--- src/rtl/cdb_arbiter_if.sv ---
// cdb_arbiter_if
//   Bundles the result-side signals of the CDB arbiter: the per-unit result
//   handshake from ALU/BRU/LSU and the registered common data bus broadcast.
//
//   Ports (signals):
//     fu_valid  [NUM_FU]             unit -> arbiter, result valid
//     fu_ready  [NUM_FU]             arbiter -> unit, buffer can accept
//     fu_wen    [NUM_FU]             result writes a physical register
//     fu_phy_rd [NUM_FU*PHY_WIDTH]   destination preg, unit i in slice i
//     fu_rob_id [NUM_FU*ROB_WIDTH]   ROB index, same packing
//     fu_data   [NUM_FU*DATA_WIDTH]  result value, same packing
//     cdb_valid/cdb_wen/cdb_phy_rd/cdb_rob_id/cdb_data/cdb_src
//                                    registered broadcast (cdb_src = debug)
//
//   Handshake: a result transfers from unit i on a rising edge where
//   fu_valid[i] and fu_ready[i] are both high. fu_ready does not depend on
//   fu_valid. The broadcast has no backpressure: cdb_valid is high for exactly
//   one cycle per result and the other cdb_* fields are meaningful only then.
//
//   Modports: slave = arbiter side, master = execution-unit / consumer side.

interface cdb_arbiter_if #(
    parameter int DATA_WIDTH = 32,
    parameter int PHY_WIDTH  = 6,
    parameter int ROB_WIDTH  = 5,
    parameter int NUM_FU     = 3
);
    logic [NUM_FU-1:0]            fu_valid;
    logic [NUM_FU-1:0]            fu_ready;
    logic [NUM_FU-1:0]            fu_wen;
    logic [NUM_FU*PHY_WIDTH-1:0]  fu_phy_rd;
    logic [NUM_FU*ROB_WIDTH-1:0]  fu_rob_id;
    logic [NUM_FU*DATA_WIDTH-1:0] fu_data;

    logic                         cdb_valid;
    logic                         cdb_wen;
    logic [PHY_WIDTH-1:0]         cdb_phy_rd;
    logic [ROB_WIDTH-1:0]         cdb_rob_id;
    logic [DATA_WIDTH-1:0]        cdb_data;
    logic [1:0]                   cdb_src;

    modport slave (
        input  fu_valid, fu_wen, fu_phy_rd, fu_rob_id, fu_data,
        output fu_ready,
        output cdb_valid, cdb_wen, cdb_phy_rd, cdb_rob_id, cdb_data, cdb_src
    );

    modport master (
        output fu_valid, fu_wen, fu_phy_rd, fu_rob_id, fu_data,
        input  fu_ready,
        input  cdb_valid, cdb_wen, cdb_phy_rd, cdb_rob_id, cdb_data, cdb_src
    );
endinterface

--- src/rtl/cdb_arbiter.sv ---
// cdb_arbiter
//   Collects completed results from ALU (0), BRU (1) and LSU (2) into a
//   2-entry FIFO per unit and serialises them onto the single common data
//   bus, one registered broadcast per cycle, using a round-robin arbiter.
//
//   Ports:
//     clk    rising-edge clock
//     rst    asynchronous active-low reset (0 = in reset)
//     flush  synchronous pipeline flush: empties all buffers, drops the
//            handshakes and any grant of the flush cycle
//     bus    cdb_arbiter_if.slave: per-unit result handshake in, CDB out

module cdb_arbiter #(
    parameter int DATA_WIDTH = 32,
    parameter int PHY_WIDTH  = 6,
    parameter int ROB_WIDTH  = 5,
    parameter int NUM_FU     = 3
) (
    input  logic          clk,
    input  logic          rst,
    input  logic          flush,
    cdb_arbiter_if.slave  bus
);
    localparam int ENTRY_W = 1 + PHY_WIDTH + ROB_WIDTH + DATA_WIDTH;
    typedef logic [ENTRY_W-1:0] entry_t;

    // Result buffers: storage carries no reset, validity lives in count_q.
    entry_t                 mem_q [NUM_FU][2];
    logic [NUM_FU-1:0]      wr_ptr_q, wr_ptr_d;
    logic [NUM_FU-1:0]      rd_ptr_q, rd_ptr_d;
    logic [NUM_FU-1:0][1:0] count_q, count_d;
    logic [1:0]             rr_ptr_q, rr_ptr_d;

    logic                   cdb_valid_q, cdb_valid_d;
    logic                   cdb_wen_q, cdb_wen_d;
    logic [PHY_WIDTH-1:0]   cdb_phy_rd_q, cdb_phy_rd_d;
    logic [ROB_WIDTH-1:0]   cdb_rob_id_q, cdb_rob_id_d;
    logic [DATA_WIDTH-1:0]  cdb_data_q, cdb_data_d;
    logic [1:0]             cdb_src_q, cdb_src_d;

    logic [NUM_FU-1:0]      ready;
    logic [NUM_FU-1:0]      not_empty;
    logic [NUM_FU-1:0]      push;
    logic [NUM_FU-1:0]      pop;
    entry_t                 wr_entry [NUM_FU];
    logic                   grant_valid;
    logic [1:0]             grant_idx;
    logic [2:0]             cand;
    entry_t                 head;

    // Ready is taken from the registered count only, so a full buffer stays
    // not-ready even in a cycle where it is being popped.
    always_comb begin
        for (int i = 0; i < NUM_FU; i++) begin
            ready[i]     = rst & (count_q[i] != 2'd2);
            not_empty[i] = (count_q[i] != 2'd0);
            push[i]      = bus.fu_valid[i] & ready[i] & ~flush;
            wr_entry[i]  = {bus.fu_wen[i],
                            bus.fu_phy_rd[i*PHY_WIDTH +: PHY_WIDTH],
                            bus.fu_rob_id[i*ROB_WIDTH +: ROB_WIDTH],
                            bus.fu_data[i*DATA_WIDTH +: DATA_WIDTH]};
        end
    end

    assign bus.fu_ready = ready;

    // Round-robin search: rr_ptr, rr_ptr+1, rr_ptr+2 (mod 3); first hit wins.
    always_comb begin
        grant_valid = 1'b0;
        grant_idx   = 2'd0;
        cand        = 3'd0;
        for (int k = 0; k < NUM_FU; k++) begin
            cand = {1'b0, rr_ptr_q} + 3'(k);
            if (cand >= 3'd3) begin
                cand = cand - 3'd3;
            end
            if (!grant_valid && not_empty[cand[1:0]]) begin
                grant_valid = 1'b1;
                grant_idx   = cand[1:0];
            end
        end
    end

    always_comb begin
        for (int i = 0; i < NUM_FU; i++) begin
            pop[i] = grant_valid & (grant_idx == 2'(i)) & ~flush;
        end
    end

    assign head = mem_q[grant_idx][rd_ptr_q[grant_idx]];

    // Next-state: buffer bookkeeping, round-robin pointer, broadcast register.
    always_comb begin
        for (int i = 0; i < NUM_FU; i++) begin
            count_d[i]  = count_q[i];
            wr_ptr_d[i] = wr_ptr_q[i];
            rd_ptr_d[i] = rd_ptr_q[i];
            if (flush) begin
                count_d[i]  = 2'd0;
                wr_ptr_d[i] = 1'b0;
                rd_ptr_d[i] = 1'b0;
            end else begin
                if (push[i]) begin
                    wr_ptr_d[i] = ~wr_ptr_q[i];
                end
                if (pop[i]) begin
                    rd_ptr_d[i] = ~rd_ptr_q[i];
                end
                case ({push[i], pop[i]})
                    2'b10:   count_d[i] = count_q[i] + 2'd1;
                    2'b01:   count_d[i] = count_q[i] - 2'd1;
                    default: count_d[i] = count_q[i];
                endcase
            end
        end

        rr_ptr_d     = rr_ptr_q;
        cdb_valid_d  = 1'b0;
        cdb_wen_d    = cdb_wen_q;
        cdb_phy_rd_d = cdb_phy_rd_q;
        cdb_rob_id_d = cdb_rob_id_q;
        cdb_data_d   = cdb_data_q;
        cdb_src_d    = cdb_src_q;

        if (flush) begin
            rr_ptr_d = 2'd0;
        end else if (grant_valid) begin
            rr_ptr_d    = (grant_idx == 2'd2) ? 2'd0 : grant_idx + 2'd1;
            cdb_valid_d = 1'b1;
            {cdb_wen_d, cdb_phy_rd_d, cdb_rob_id_d, cdb_data_d} = head;
            cdb_src_d   = grant_idx;
        end
    end

    always_ff @(posedge clk) begin
        for (int i = 0; i < NUM_FU; i++) begin
            if (push[i]) begin
                mem_q[i][wr_ptr_q[i]] <= wr_entry[i];
            end
        end
    end

    always_ff @(posedge clk or negedge rst) begin
        if (!rst) begin
            count_q      <= '0;
            wr_ptr_q     <= '0;
            rd_ptr_q     <= '0;
            rr_ptr_q     <= 2'd0;
            cdb_valid_q  <= 1'b0;
            cdb_wen_q    <= 1'b0;
            cdb_phy_rd_q <= '0;
            cdb_rob_id_q <= '0;
            cdb_data_q   <= '0;
            cdb_src_q    <= 2'd0;
        end else begin
            count_q      <= count_d;
            wr_ptr_q     <= wr_ptr_d;
            rd_ptr_q     <= rd_ptr_d;
            rr_ptr_q     <= rr_ptr_d;
            cdb_valid_q  <= cdb_valid_d;
            cdb_wen_q    <= cdb_wen_d;
            cdb_phy_rd_q <= cdb_phy_rd_d;
            cdb_rob_id_q <= cdb_rob_id_d;
            cdb_data_q   <= cdb_data_d;
            cdb_src_q    <= cdb_src_d;
        end
    end

    assign bus.cdb_valid  = cdb_valid_q;
    assign bus.cdb_wen    = cdb_wen_q;
    assign bus.cdb_phy_rd = cdb_phy_rd_q;
    assign bus.cdb_rob_id = cdb_rob_id_q;
    assign bus.cdb_data   = cdb_data_q;
    assign bus.cdb_src    = cdb_src_q;
endmodule
--- src/flat_wrapper.sv ---
// flat-port wrapper written by rule: the top's interface ports become plain ports
module cdb_arbiter_flat 
#(
    parameter int DATA_WIDTH = 32,
    parameter int PHY_WIDTH  = 6,
    parameter int ROB_WIDTH  = 5,
    parameter int NUM_FU     = 3
)
  (clk, rst, flush, bus_fu_valid, bus_fu_wen, bus_fu_phy_rd, bus_fu_rob_id, bus_fu_data, bus_fu_ready, bus_cdb_valid, bus_cdb_wen, bus_cdb_phy_rd, bus_cdb_rob_id, bus_cdb_data, bus_cdb_src);
  cdb_arbiter_if #(.DATA_WIDTH(DATA_WIDTH), .PHY_WIDTH(PHY_WIDTH), .ROB_WIDTH(ROB_WIDTH), .NUM_FU(NUM_FU)) bus_i ();
  input  logic clk;
  input  logic rst;
  input  logic flush;
  input wire logic [$bits(bus_i.fu_valid)-1:0] bus_fu_valid;
  input wire logic [$bits(bus_i.fu_wen)-1:0] bus_fu_wen;
  input wire logic [$bits(bus_i.fu_phy_rd)-1:0] bus_fu_phy_rd;
  input wire logic [$bits(bus_i.fu_rob_id)-1:0] bus_fu_rob_id;
  input wire logic [$bits(bus_i.fu_data)-1:0] bus_fu_data;
  output wire logic [$bits(bus_i.fu_ready)-1:0] bus_fu_ready;
  output wire logic [$bits(bus_i.cdb_valid)-1:0] bus_cdb_valid;
  output wire logic [$bits(bus_i.cdb_wen)-1:0] bus_cdb_wen;
  output wire logic [$bits(bus_i.cdb_phy_rd)-1:0] bus_cdb_phy_rd;
  output wire logic [$bits(bus_i.cdb_rob_id)-1:0] bus_cdb_rob_id;
  output wire logic [$bits(bus_i.cdb_data)-1:0] bus_cdb_data;
  output wire logic [$bits(bus_i.cdb_src)-1:0] bus_cdb_src;
  assign bus_i.fu_valid = bus_fu_valid;
  assign bus_i.fu_wen = bus_fu_wen;
  assign bus_i.fu_phy_rd = bus_fu_phy_rd;
  assign bus_i.fu_rob_id = bus_fu_rob_id;
  assign bus_i.fu_data = bus_fu_data;
  assign bus_fu_ready = bus_i.fu_ready;
  assign bus_cdb_valid = bus_i.cdb_valid;
  assign bus_cdb_wen = bus_i.cdb_wen;
  assign bus_cdb_phy_rd = bus_i.cdb_phy_rd;
  assign bus_cdb_rob_id = bus_i.cdb_rob_id;
  assign bus_cdb_data = bus_i.cdb_data;
  assign bus_cdb_src = bus_i.cdb_src;
  cdb_arbiter #(.DATA_WIDTH(DATA_WIDTH), .PHY_WIDTH(PHY_WIDTH), .ROB_WIDTH(ROB_WIDTH), .NUM_FU(NUM_FU)) u_core (.clk(clk), .rst(rst), .flush(flush), .bus(bus_i));
endmodule
--- config.mk ---
export PLATFORM = sky130hd
export DESIGN_NAME = cdb_arbiter_flat
export DESIGN_NICKNAME = d
export VERILOG_FILES = /design/src/rtl/cdb_arbiter_if.sv /design/src/rtl/cdb_arbiter.sv /design/src/flat_wrapper.sv
export SDC_FILE = /design/constraint.sdc
export NUM_CORES = 1
export LEC_CHECK = 0
export BUFFER_PORTS_ARGS = -buffer_cell sky130_fd_sc_hd__buf_2
export CORE_MARGIN = 4
export CORE_UTILIZATION = 44
export DETAILED_ROUTE_END_ITERATION = 16
export GPL_TIMING_DRIVEN = 0
export PLACE_DENSITY_LB_ADDON = 0.08
export SLEW_MARGIN = 10
export SYNTH_ARGS = -nofsm -noshare
export SYNTH_HDL_FRONTEND = slang
export SYNTH_SLANG_ARGS = --single-unit
--- constraint.sdc ---
create_clock -name clk -period 6.6 [get_ports clk]
set_clock_uncertainty 0.15 [all_clocks]
set_input_delay 0.99 -clock clk [delete_from_list [all_inputs] [get_ports clk]]
set_output_delay 0.99 -clock clk [all_outputs]
set_load 0.01 [all_outputs]
==> metrics.log, run 1 <==
[metrics] nature of the critical path endpoint: flop
[metrics] Max Freq: 286 MHz
[metrics] most used flip-flop cell after synthesis: edfxtp_1
[metrics] clock network latency to the later pin of the worst-skew pair: 0.51 ns
[metrics] total gr overflow: 0
[metrics] Placeable Area: between 20000 and 30000 sq um
[metrics] max-capacitance violation count: 0
[metrics] count of endpoints failing hold in the final timing report: 0
[metrics] synthesized area: 12900 sq um
[metrics] post-DR vias/cell: roughly 5
[metrics] most used standard cells in the synthesized netlist: edfxtp_1 (264), nand2_1 (141), mux2i_1 (133), o21ai_0 (91), dfrtp_1 (61)
[metrics] First DRT Iteration DRCs: 540
[metrics] number of global-route vias before repair: 8031
[metrics] Worst-path clk slew: 0.06 ns
[metrics] vias after detailed routing: slightly below 8000
[metrics] max-slew headroom at the worst pin: 0.538
[metrics] layout overhead on the synthesized area: 22.4%
[metrics] global routing usage summed across all routing layers: 0.199
[metrics] I/O pin cnt: 188
[metrics] synthesis-stage register bit count: between 300 and 400
[metrics] buffers inserted by post-CTS timing repair: 0
[metrics] CTS tree: built
[metrics] Cell Rows: 62
[metrics] largest fanout of any net on the critical path: 10
[metrics] sink count of the clock tree: 325
[metrics] data required time of the worst path: 6.81 ns
[metrics] Worst Max-Slew Pin Slew: 0.693 ns
[metrics] cell chain of the critical path: inv_1, ha_1, buf_2, a211oi_1, a31o_2, buf_2, clkbuf_1, o21ai_0, mux2i_1, o21ai_1
[metrics] share of total power in the clock network: 0.261
[metrics] area share of the largest cell type after synthesis: 0.614
[metrics] sequential element share of the synthesized area: 0.733
[metrics] synthesized area per cell: 14.8 sq um
[metrics] die outline height: 179 um
[metrics] tightest hold margin: 0.238 ns
[metrics] pwr/cell area: 449 nW/um^2
[metrics] RSZ-0062 raised after global routing: false
[metrics] DP Cell Count: 1482
[metrics] cells after synthesis: 874
[metrics] CTS HTree Levels: 2
[metrics] distinct cell type count after synthesis: 47
[metrics] width of the die: 179 um
[metrics] Die ar.: ~32000 sq um
[metrics] type of the worst min-delay path: input pin to async pin
[metrics] maximum cell stage delay along the critical path: 0.53 ns
[metrics] Min Clock Period, post-route: 3.49 ns
[metrics] internal power summed over all cells: 4590 uW
[metrics] Critical Path Slowest Stage Cell: a211oi_1
[metrics] dominant cell by count in the synthesized netlist: edfxtp_1
[metrics] ratio of final minimum period to clock period: 0.529
[metrics] # nets final: 1277
[metrics] Peak VDD IR: about 0.27 mV
[metrics] switching part of the total power: 0.352
[metrics] outcome: finished, final reports clean
[metrics] total of buffers placed on input and output ports: about 190
[metrics] final setup violation count: 0
[metrics] total power of the final layout: 7090 uW
[metrics] Clock Tree Root: clkbuf_16
[metrics] total of cells resized after clock tree synthesis: 0
[metrics] Worst EP arrival: around 3.7 ns
[metrics] final core utilization: 0.549
[metrics] leakage dissipation: 0.00586 uW
[metrics] initial core utilization: 0.448
[metrics] total area of multi-input combinational cells: 3180 sq um
[metrics] combinational fraction of design power: 0.374
[metrics] count of non-filler cells in the finished layout: 1548
[metrics] Critical Path Start Type: flop
[metrics] HPWL after detailed placement: between 20000 and 25000 um
[metrics] final weighted congestion in routability-driven placement: 0.793
[metrics] leading area contributor after synthesis: edfxtp_1
[metrics] yosys synthesis warning count: 0
[metrics] FF/Latch Area: 9450 sq um
[metrics] first-pass GRT wire length: roughly 47000 um
[metrics] routed wire length: 32200 um
[metrics] number of detailed-route iterations in the first pass: 7
[metrics] number of enable-type register cells in the synthesized netlist: 264
[metrics] library cell appearing most often on the critical path: buf_2
[metrics] Buffers & Inverters on Critical Path: 4
[metrics] wire per inst: 20.8 um
[metrics] total CTS buffers: 36
[metrics] largest net degree at the start of global routing: 44
[metrics] main area contributors after synthesis: edfxtp_1 (61%), dfrtp_1 (12%), mux2i_1 (10%)
[metrics] net switching component of the power: between 2000 and 2500 uW
[metrics] asr flop ratio synth: 0.188
[metrics] number of antenna violations at the first check in global routing: 4
[metrics] hold-fix buffer count after cts: 0
[metrics] maximum buffer depth of the clock tree: 3
[metrics] net count after synthesis: 1015
[metrics] category of the most critical setup path: flop to flop
[metrics] number of design rule violations left after detail routing: 0
[metrics] Final ANT Viol Nets: 0
[metrics] share of layout cells above drive strength 1: 0.274
[metrics] sequential share of power: 0.365
[metrics] number of fillers in the final layout: 2416
[metrics] gate family responsible for the most delay along the worst path: compound AO/OA/AOI/OAI gates
[metrics] Slew Viols, Final: 0
==> worst paths after layout <==
| check | from | end | slack [ns] | cells past startpoint |
|---|---|---|---|---|
| worst max-delay path | u_core.rr_ptr_q[0]$_DFFE_PN0P_ | u_core.bus.cdb_data[13]$_DFFE_PN0P_ | 3.11 | 10 |
| worst min-delay path | rst | u_core.bus.cdb_data[16]$_DFFE_PN0P_ | 0.24 | 1 |
| worst max register to register | u_core.rr_ptr_q[0]$_DFFE_PN0P_ | u_core.bus.cdb_data[13]$_DFFE_PN0P_ | 3.11 | 10 |
| worst min register to register | u_core.bus.cdb_src[1]$_DFFE_PN0P_ | u_core.bus.cdb_src[1]$_DFFE_PN0P_ | 0.32 | 2 |
| max in group asynchronous | rst | u_core.bus.cdb_rob_id[4]$_DFFE_PN0P_ | 5.48 | 2 |
| min in group clk | u_core.bus.cdb_src[1]$_DFFE_PN0P_ | u_core.bus.cdb_src[1]$_DFFE_PN0P_ | 0.32 | 2 |
==> per-stage QoR <==
step	setup WS, ns	cell area, sq um	setup TNS [ns]
floorplan	1.04	12900	0
CTS	3.06	15800	0
finish	3.11	15800	0
global route	2.84	15800	0
global placement	-3.57	14300	-844.82
detailed placement	2.72	14700	0
==> per-layer routing <==
metal,vias up,GRT usage,share of wire
li1,3768,-,-
met1,3850,0.266,0.43
met2,204,0.345,0.51
met3,43,0.0323,0.050
met4,4,0.0473,0.014
met5,-,0,0.00084
==> registers in the layout, indices dropped and copies added (netlist names) <==
name and flops:
u_core.bus.cdb_data 32, u_core.bus.cdb_phy_rd 6, u_core.bus.cdb_rob_id 5, u_core.bus.cdb_src 2, u_core.bus.cdb_valid 1, u_core.bus.cdb_wen 1
u_core.count_q 6, u_core.mem_q 264, u_core.rd_ptr_q 3, u_core.rr_ptr_q 2, u_core.wr_ptr_q 3
==> kinds of logic (layout without fill, tap and decap cells) <==
family          after synthesis  count (layout)  synth area share
compound gates              160             160            0.0692
xor+xnor                     13              13           0.00882
fa+ha+maj                     3               3           0.00291
buf+inv                      56             344            0.0234
flops                       325             325             0.733
mux                         134             134             0.104
other cells                   0               2                 0
simple gates                183             183            0.0589
==> area by class of cell <==
type | instances | share of cell area
clock inverters | 19 | 0.00713
well taps | 384 | 0.0304
repair buffers | 224 | 0.0811
inverters | 7 | 0.00166
diodes | 2 | 0.000317
multi-input cells | 493 | 0.201
plain buffers | 49 | 0.0174
clock buffers | 45 | 0.0624
flip-flops and latches | 325 | 0.598
==> layout by cell type (no fill, tap or decap), types with 6 or more instances in the layout <==
| cell type | synthesis | layout |
|---|---|---|
| nand2_1 | 141 | 141 |
| inv_1 | 6 | 6 |
| nor2_1 | 18 | 18 |
| buf_2 | 19 | 205 |
| mux2i_1 | 133 | 133 |
| a21oi_1 | 6 | 6 |
| dfrtp_1 | 61 | 61 |
| clkinv_1 | 0 | 10 |
| clkinv_2 | 0 | 6 |
| clkbuf_1 | 19 | 24 |
| o21ai_0 | 91 | 91 |
| clkbuf_16 | 0 | 37 |
| o21ai_1 | 44 | 44 |
| buf_6 | 7 | 19 |
| edfxtp_1 | 264 | 264 |
| buf_4 | 4 | 29 |
| xnor2_1 | 9 | 9 |
==> worst register-to-register path: stages, from the launching register on <==
cell,delay [ns]
dfrtp_1,0.38
inv_1,0.07
ha_1,0.40
buf_2,0.23
a211oi_1,0.53
a31o_2,0.35
buf_2,0.28
clkbuf_1,0.50
o21ai_0,0.19
mux2i_1,0.20
o21ai_1,0.08
==> power by group through the flow <==
stage	Sequential (uW)	Clock [uW]	Combinational, uW
floorplan	2670	0	1770
global placement	2640	0	2650
detailed placement	2630	0	2690
CTS	2590	1890	2690
global route	2610	1980	2930
finish	2590	1850	2650
(Power assumes the default switching activity.)
==> run 2: changes to the inputs <==
--- a/config.mk
+++ b/config.mk
@@ -5,6 +5,7 @@
 export SDC_FILE = /design/constraint.sdc
 export NUM_CORES = 1
 export LEC_CHECK = 0
+export ABC_AREA = 1
 export BUFFER_PORTS_ARGS = -buffer_cell sky130_fd_sc_hd__buf_2
 export CORE_MARGIN = 4
 export CORE_UTILIZATION = 44
==> constraint.sdc (replaced) <==
create_clock -name clk -period 2.8 [get_ports clk]
set_clock_uncertainty 0.15 [all_clocks]
set_input_delay 0.42 -clock clk [delete_from_list [all_inputs] [get_ports clk]]
set_output_delay 0.42 -clock clk [all_outputs]
set_load 0.01 [all_outputs]
==> metrics.log, run 2 <==
[metrics] CTS HTree Levels: 2 (unchanged)
[metrics] leading cell types in the layout, fill and taps excluded: nand2_1 (391), edfxtp_1 (264), nand3_1 (238)
[metrics] HPWL after detailed placement: 25100 um (+7.3%)
[metrics] CTS tree: built
[metrics] maximum buffer depth of the clock tree: 3 (unchanged)
[metrics] number of detailed-route iterations in the first pass: 6 (-1)
[metrics] Die ar.: 33800 sq um (+5.1%)
[metrics] cells after synthesis: 1213 (+39%)
[metrics] Min Clock Period, post-route: 2.72 ns (-0.773 ns)
[metrics] Slew Viols, Final: 0 (unchanged)
[metrics] synthesized area per cell: 11.2 sq um (-24%)
[metrics] Worst Max-Slew Pin Slew: 0.800 ns (+0.107 ns)
[metrics] post-DR vias/cell: 5.10 (+0.40%)
[metrics] area share of the largest cell type after synthesis: 0.583 (-0.0310)
[metrics] main area contributors after synthesis: edfxtp_1 (58%), dfrtp_1 (11%), nand2_1 (11%)
[metrics] Max Freq: 367 MHz (+28%)
[metrics] pwr/cell area: 1390 nW/um^2 (+210%)
[metrics] width of the die: 184 um (+2.5%)
[metrics] Worst EP arrival: 2.97 ns (-0.74 ns)
[metrics] post-layout worst setup margin: 0.0784 ns (-3.03 ns)
[metrics] die outline height: 184 um (+2.5%)
[metrics] Critical Path Start Type: flop
[metrics] total CTS buffers: 36 (unchanged)
[metrics] total gr overflow: 0 (unchanged)
[metrics] leakage dissipation: 0.00765 uW (+31%)
[metrics] synthesis-stage register bit count: 325 (unchanged)
[metrics] largest fanout of any net on the critical path: 10 (unchanged)
[metrics] ratio of final minimum period to clock period: 0.972 (+0.443)
[metrics] leading area contributor after synthesis: edfxtp_1
[metrics] clock network latency to the later pin of the worst-skew pair: 0.52 ns (about the same)
[metrics] hold-critical path depth: 4
[metrics] Endpoint, Worst Hold: u_core.wr_ptr_q[2]$_DFFE_PN0P_
[metrics] initial core utilization: 0.445 (-0.00293)
[metrics] capture point of the worst reg-to-reg path: u_core.bus.cdb_rob_id[3]$_DFFE_PN0P_
[metrics] final setup violation count: 0 (unchanged)
[metrics] Worst-path clk slew: 0.06 ns (about the same)
[metrics] sequential element share of the synthesized area: 0.696 (-0.0370)
[metrics] final core utilization: 0.600 (+0.0510)
[metrics] # nets final: 1742 (+36%)
[metrics] count of endpoints failing hold in the final timing report: 0 (unchanged)
[metrics] First DRT Iteration DRCs: 691 (+28%)
[metrics] global routing usage summed across all routing layers: 0.235 (+0.0357)
[metrics] number of global-route vias before repair: 10500 (+31%)
[metrics] vias after detailed routing: 10300 (+31%)
[metrics] nature of the critical path endpoint: flop
[metrics] largest net degree at the start of global routing: 52 (+18%)
[metrics] layout overhead on the synthesized area: 34.7%
[metrics] Final ANT Viol Nets: 0 (unchanged)
[metrics] yosys synthesis warning count: 0 (unchanged)
[metrics] routed wire length: 41100 um (+28%)
[metrics] Placeable Area: 30500 sq um (+6.0%)
[metrics] data required time of the worst path: 3.05 ns (-3.76 ns)
[metrics] I/O pin cnt: 188 (unchanged)
[metrics] start of the worst register-to-register path: u_core.rr_ptr_q[1]$_DFFE_PN0P_
[metrics] max-capacitance violation count: 0 (unchanged)
[metrics] number of antenna violations at the first check in global routing: 3 (-1)
[metrics] Largest register FFs: 264 (unchanged)
[metrics] wire per inst: 20.3 um (-2.2%)
[metrics] most used standard cells in the synthesized netlist: nand2_1 (395), edfxtp_1 (264), nand3_1 (241), dfrtp_1 (61), or2_2 (45)
[metrics] net count after synthesis: 1354 (+33%)
[metrics] most used flip-flop cell after synthesis: edfxtp_1
[metrics] first-pass GRT wire length: 60200 um (+27%)
[metrics] Cell Rows: 64 (+3.2%)
[metrics] category of the most critical setup path: flop to flop
[metrics] dominant cell by count in the synthesized netlist: nand2_1
[metrics] synthesized area: 13600 sq um (+5.3%)
[metrics] total of buffers placed on input and output ports: 186 (-0.53%)
[metrics] reg-to-reg slack, setup: 0.08 ns (-3.03 ns)
[metrics] distinct cell type count after synthesis: 32 (-32%)
[metrics] worst setup slack after placement: -0.464 ns (-3.18 ns)
[metrics] Setup TNS: 0 ns (unchanged)
[metrics] hold path startpoint: bus_fu_valid[2]
[metrics] most common cell after layout, fill and taps aside: nand2_1
[metrics] max-slew headroom at the worst pin: 0.466 (-0.0718)
[metrics] outcome: finished, final reports clean
[metrics] tightest hold margin: 0.179 ns (-0.0592 ns)
[metrics] reg2reg path depth: 15 (+5)
[metrics] share of layout cells above drive strength 1: 0.251 (-0.0231)
[metrics] asr flop ratio synth: 0.188 (unchanged)
[metrics] number of design rule violations left after detail routing: 0 (unchanged)
[metrics] Peak VDD IR: 0.911 mV (+230%)
[metrics] number of enable-type register cells in the synthesized netlist: 264 (unchanged)
[metrics] number of fillers in the final layout: 2546 (+5.4%)
[metrics] sink count of the clock tree: 325 (unchanged)
[metrics] Clock Tree Root: clkbuf_16
[metrics] final weighted congestion in routability-driven placement: 0.805 (+1.4%)
[metrics] type of the worst min-delay path: input pin to flop
-- run 2: repair_timing --
action	in CTS	in global routing
hold endpoints to repair	325	0
pin swaps	2	6
setup endpoints to repair	43	70
setup buffers	3	7
gates cloned	0	8
resized for setup	31	73
hold buffers	135	0
-- run 2: worst max path at each step --
stage | startpoint | endpoint | slack [ns] | cells after the start
floorplan | flush | u_core.mem_q[0][0]$_DFFE_PP_ | -0.28 | 6
global placement | rst | u_core.mem_q[2][68]$_DFFE_PP_ | -2.65 | 7
CTS | u_core.rr_ptr_q[0]$_DFFE_PN0P_ | u_core.bus.cdb_rob_id[3]$_DFFE_PN0P_ | -0.01 | 18
detailed placement | flush | u_core.mem_q[0][21]$_DFFE_PP_ | -0.46 | 7
finish | u_core.rr_ptr_q[1]$_DFFE_PN0P_ | u_core.bus.cdb_rob_id[3]$_DFFE_PN0P_ | 0.08 | 15
global route | u_core.rr_ptr_q[1]$_DFFE_PN0P_ | u_core.bus.cdb_data[13]$_DFFE_PN0P_ | -0.008 | 16
-- run 2: logic make-up after synthesis --
| logic type | Yosys count | share of synthesized area |
|---|---|---|
| buffers and inverters | 97 | 0.0376 |
| and+or+nand+nor | 771 | 0.257 |
| adders and majority gates | 3 | 0.00276 |
| AOI/OAI and AO/OA | 17 | 0.00700 |
| DFF | 325 | 0.696 |
-- run 2: cell type report --
class / count / area (sq um) / share of cell area
inverter: 30 / 118 / 0.00643
clock buffer: 51 / 1030 / 0.0562
buffer: 67 / 541 / 0.0295
multi-input combinational: 796 / 3820 / 0.209
clock inverter: 14 / 145 / 0.00793
sequential: 325 / 9450 / 0.517
timing repair buffer: 345 / 2690 / 0.147
antenna: 1 / 2.50 / 0.000137
tap: 396 / 495 / 0.0271
-- run 2: per-layer routing --
layer	up-vias	part of all wire	wire length, um	GRT usage
met5	-	0.00051	21	0
met4	4	0.023	956	0.0586
met3	63	0.066	2710	0.0352
met2	364	0.49	20200	0.403
met1	4969	0.42	17300	0.319
li1	4935	-	-	-
-- run 2: worst max-delay path, stage by stage (launching register included) --
cell and delay [ns]:
dfrtp_1 0.38, buf_4 0.15, ha_4 0.23, inv_2 0.09
nand2_1 0.06, nand3_1 0.11, nand2_4 0.09, nor2_4 0.19
nand3_2 0.23, clkbuf_1 0.33, nand3_1 0.18, nand3_1 0.10
nand2_1 0.07, nand2_1 0.05, nand3_1 0.13, nand2_1 0.06
-- run 2: power by group --
group	total, uW	leakage [uW]	internal, uW	switching, uW
clock network	4680	0.000575	2840	1850
logic	14600	0.00394	5590	9010
registers	6220	0.00313	5910	313
-- run 2: through the flow --
step | instance area, sq um | instances | power (uW)
after floorplan | 13600 | 1213 | 14800
after global placement | 15000 | 1795 | 19000
after detailed placement | 15300 | 1806 | 19100
after CTS | 18000 | 2009 | 24500
after global routing | 18300 | 2025 | 27300
final | 18300 | 2025 | 25500
==> run 3: changes to the inputs <==
--- a/config.mk
+++ b/config.mk
@@ -7,11 +7,13 @@
 export LEC_CHECK = 0
 export ABC_AREA = 1
 export BUFFER_PORTS_ARGS = -buffer_cell sky130_fd_sc_hd__buf_2
+export CORE_ASPECT_RATIO = 1.5
 export CORE_MARGIN = 4
 export CORE_UTILIZATION = 44
 export DETAILED_ROUTE_END_ITERATION = 16
 export GPL_TIMING_DRIVEN = 0
 export PLACE_DENSITY_LB_ADDON = 0.08
+export REMOVE_ABC_BUFFERS = 1
 export SLEW_MARGIN = 10
 export SYNTH_ARGS = -nofsm -noshare
 export SYNTH_HDL_FRONTEND = slang
==> metrics.log, run 3 (synthesis results as in run 2) <==
[metrics] outcome: finished, final reports clean
[metrics] final weighted congestion in routability-driven placement: 0.762 (-5.3%)
[metrics] die outline height: 223 um (+21%)
[metrics] sink count of the clock tree: 325 (unchanged)
[metrics] First DRT Iteration DRCs: 711 (+2.9%)
[metrics] Max Freq: 368 MHz (about the same)
[metrics] # nets final: 1731 (-0.63%)
[metrics] width of the die: 151 um (-18%)
[metrics] number of global-route vias before repair: 10800 (+2.9%)
[metrics] largest fanout of any net on the critical path: 16 (+6)
[metrics] final setup violation count: 0 (unchanged)
[metrics] vias after detailed routing: 10600 (+2.6%)
[metrics] number of antenna violations at the first check in global routing: 1 (-2)
[metrics] FF/Latch Area: 9450 sq um (unchanged)
[metrics] Worst EP arrival: 2.96 ns (about the same)
[metrics] type of the worst min-delay path: input pin to flop
[metrics] category of the most critical setup path: flop to flop
[metrics] Worst-path clk slew: 0.06 ns (about the same)
[metrics] worst setup slack after placement: -1.64 ns (-1.17 ns)
[metrics] post-DR vias/cell: 5.26 (+3.0%)
[metrics] routed wire length: 44400 um (+7.9%)
[metrics] Worst Max-Slew Pin Slew: 0.667 ns (-0.133 ns)
[metrics] library cell appearing most often on the critical path: nand2_1
[metrics] number of design rule violations left after detail routing: 0 (unchanged)
[metrics] count of endpoints failing hold in the final timing report: 0 (unchanged)
[metrics] wire per inst: 22.0 um (+8.3%)
[metrics] Die ar.: 33800 sq um (+0.17%)
[metrics] Largest register FFs: 264 (unchanged)
[metrics] Critical Path Slowest Stage Cell: dfrtp_1
[metrics] total CTS buffers: 35 (-2.8%)
[metrics] cell chain of the critical path: inv_2, ha_4, inv_4, nand3_1, nand2_4, nor2_4, nand3_4, nand2_8, inv_16, bufbuf_16, or2_2, nand2_1, nand2_1, nand3_1, nand2_1
[metrics] global routing usage summed across all routing layers: 0.261 (+0.0260)
[metrics] Final ANT Viol Nets: 0 (unchanged)
[metrics] RSZ-0062 raised after global routing: true
[metrics] Min Clock Period, post-route: 2.72 ns (-0.00160 ns)
[metrics] data required time of the worst path: 3.04 ns (about the same)
[metrics] HPWL after detailed placement: 21200 um (-16%)
[metrics] I/O pin cnt: 188 (unchanged)
[metrics] post-layout worst setup margin: 0.0800 ns (+0.00160 ns)
[metrics] CTS HTree Levels: 2 (unchanged)
[metrics] reg-to-reg slack, setup: 0.08 ns (about the same)
[metrics] number of detailed-route iterations in the first pass: 6 (unchanged)
[metrics] largest net degree at the start of global routing: 60 (+15%)
[metrics] layout overhead on the synthesized area: 39.6%
[metrics] Placeable Area: 30400 sq um (-0.52%)
[metrics] total of buffers placed on input and output ports: 187 (+0.54%)
[metrics] ratio of final minimum period to clock period: 0.971 (about the same)
[metrics] Clock Tree Root: clkbuf_16
[metrics] total area of multi-input combinational cells: 4240 sq um (+11%)
[metrics] CTS tree: built
[metrics] nature of the critical path endpoint: flop
[metrics] Slew Viols, Final: 0 (unchanged)
[metrics] first-pass GRT wire length: 64400 um (+7.0%)
[metrics] initial core utilization: 0.448 (+0.00231)
[metrics] maximum cell stage delay along the critical path: 0.40 ns (+0.02 ns)
[metrics] clock network latency to the later pin of the worst-skew pair: 0.51 ns (about the same)
[metrics] share of layout cells above drive strength 1: 0.270 (+0.0192)
[metrics] count of non-filler cells in the finished layout: 2017 (-0.40%)
[metrics] maximum buffer depth of the clock tree: 3 (unchanged)
[metrics] leading cell types in the layout, fill and taps excluded: nand2_1 (379), edfxtp_1 (264), nand3_1 (228)
[metrics] DP Cell Count: 1752 (-3.0%)
[metrics] most common cell after layout, fill and taps aside: nand2_1
[metrics] max-capacitance violation count: 0 (unchanged)
[metrics] Cell Rows: 78 (+22%)
[metrics] max-slew headroom at the worst pin: 0.554 (+0.0880)
[metrics] Critical Path Start Type: flop
[metrics] total gr overflow: 0 (unchanged)
[metrics] number of fillers in the final layout: 2442 (-4.1%)
## run 3: cell count changes in the layout (fill, tap and decap cells not counted), sizes merged
cell      before  now
buf          242  249
inv           31   32
bufbuf         0    6
clkbuf        87   50
nand2        404  416
clkinvlp       0    1
nand3        246  247
nor2          36   34
clkinv        10    9
## run 3: path summary, 6_finish.rpt
path | from | depth (start not counted) | end
worst min register to register | u_core.bus.cdb_data[23]$_DFFE_PN0P_ | 2 | u_core.bus.cdb_data[23]$_DFFE_PN0P_
worst min-delay path | flush | 2 | u_core.rr_ptr_q[1]$_DFFE_PN0P_
max in group asynchronous | rst | 5 | u_core.bus.cdb_phy_rd[1]$_DFFE_PN0P_
min in group asynchronous | rst | 4 | u_core.count_q[1]$_DFFE_PN0P_
worst max register to register | u_core.rr_ptr_q[0]$_DFFE_PN0P_ | 15 | u_core.bus.cdb_data[1]$_DFFE_PN0P_
worst max-delay path | u_core.rr_ptr_q[0]$_DFFE_PN0P_ | 15 | u_core.bus.cdb_data[1]$_DFFE_PN0P_
## run 3: timing repair
action                                  in CTS  in global routing
endpoints found under the setup margin      68                 50
cloned                                      24                  3
resized for setup                           45                 50
endpoints found under the hold margin      283                  0
hold buffers                               137                  0
pin swaps                                   19                 29
setup buffers                               26                 13
## run 3: worst max-delay path: cells and delay by family, from the launching register on
family                     cells  cell delay [ns]
and+or+nand+nor               10             1.21
buffers and inverters          4             0.51
DFF                            1             0.40
adders and majority gates      1             0.31
## run 3: metrics by stage
| step | TNS, ns | cell area (sq um) | hold WS, ns | util |
|---|---|---|---|---|
| floorplan | -261.38 | 13200 | -0.0256 | - |
| global placement | -1479.65 | 14600 | 0.307 | 0.482 |
| detailed placement | -128.98 | 15200 | 0.220 | 0.500 |
| CTS | 0 | 18700 | 0.149 | 0.616 |
| global route | -0.204 | 19000 | 0.158 | 0.625 |
| finish | 0 | 19000 | 0.156 | 0.625 |
## run 3: area by class of cell
class                           instances  area share
Multi-Input combinational cell        807       0.224
Clock inverter                         13     0.00759
Antenna cell                            1    0.000132
Clock buffer                           50      0.0535
Inverter                               30     0.00759
Sequential cell                       325       0.499
Timing Repair inverter                  2    0.000924
Timing Repair Buffer                  389       0.182
Tap cell                              400      0.0264
## run 3: layer usage
metal / GRT usage / part of all wire / vias to the layer above
li1: - / - / 4916
met5: 0 / 0 / -
met1: 0.327 / 0.39 / 5177
met3: 0.0386 / 0.063 / 95
met2: 0.459 / 0.52 / 416
met4: 0.0887 / 0.034 / 0
Power of run 3 is not shown: default switching activity piles up to over one toggle a cycle in this logic, so the estimate is an artifact.
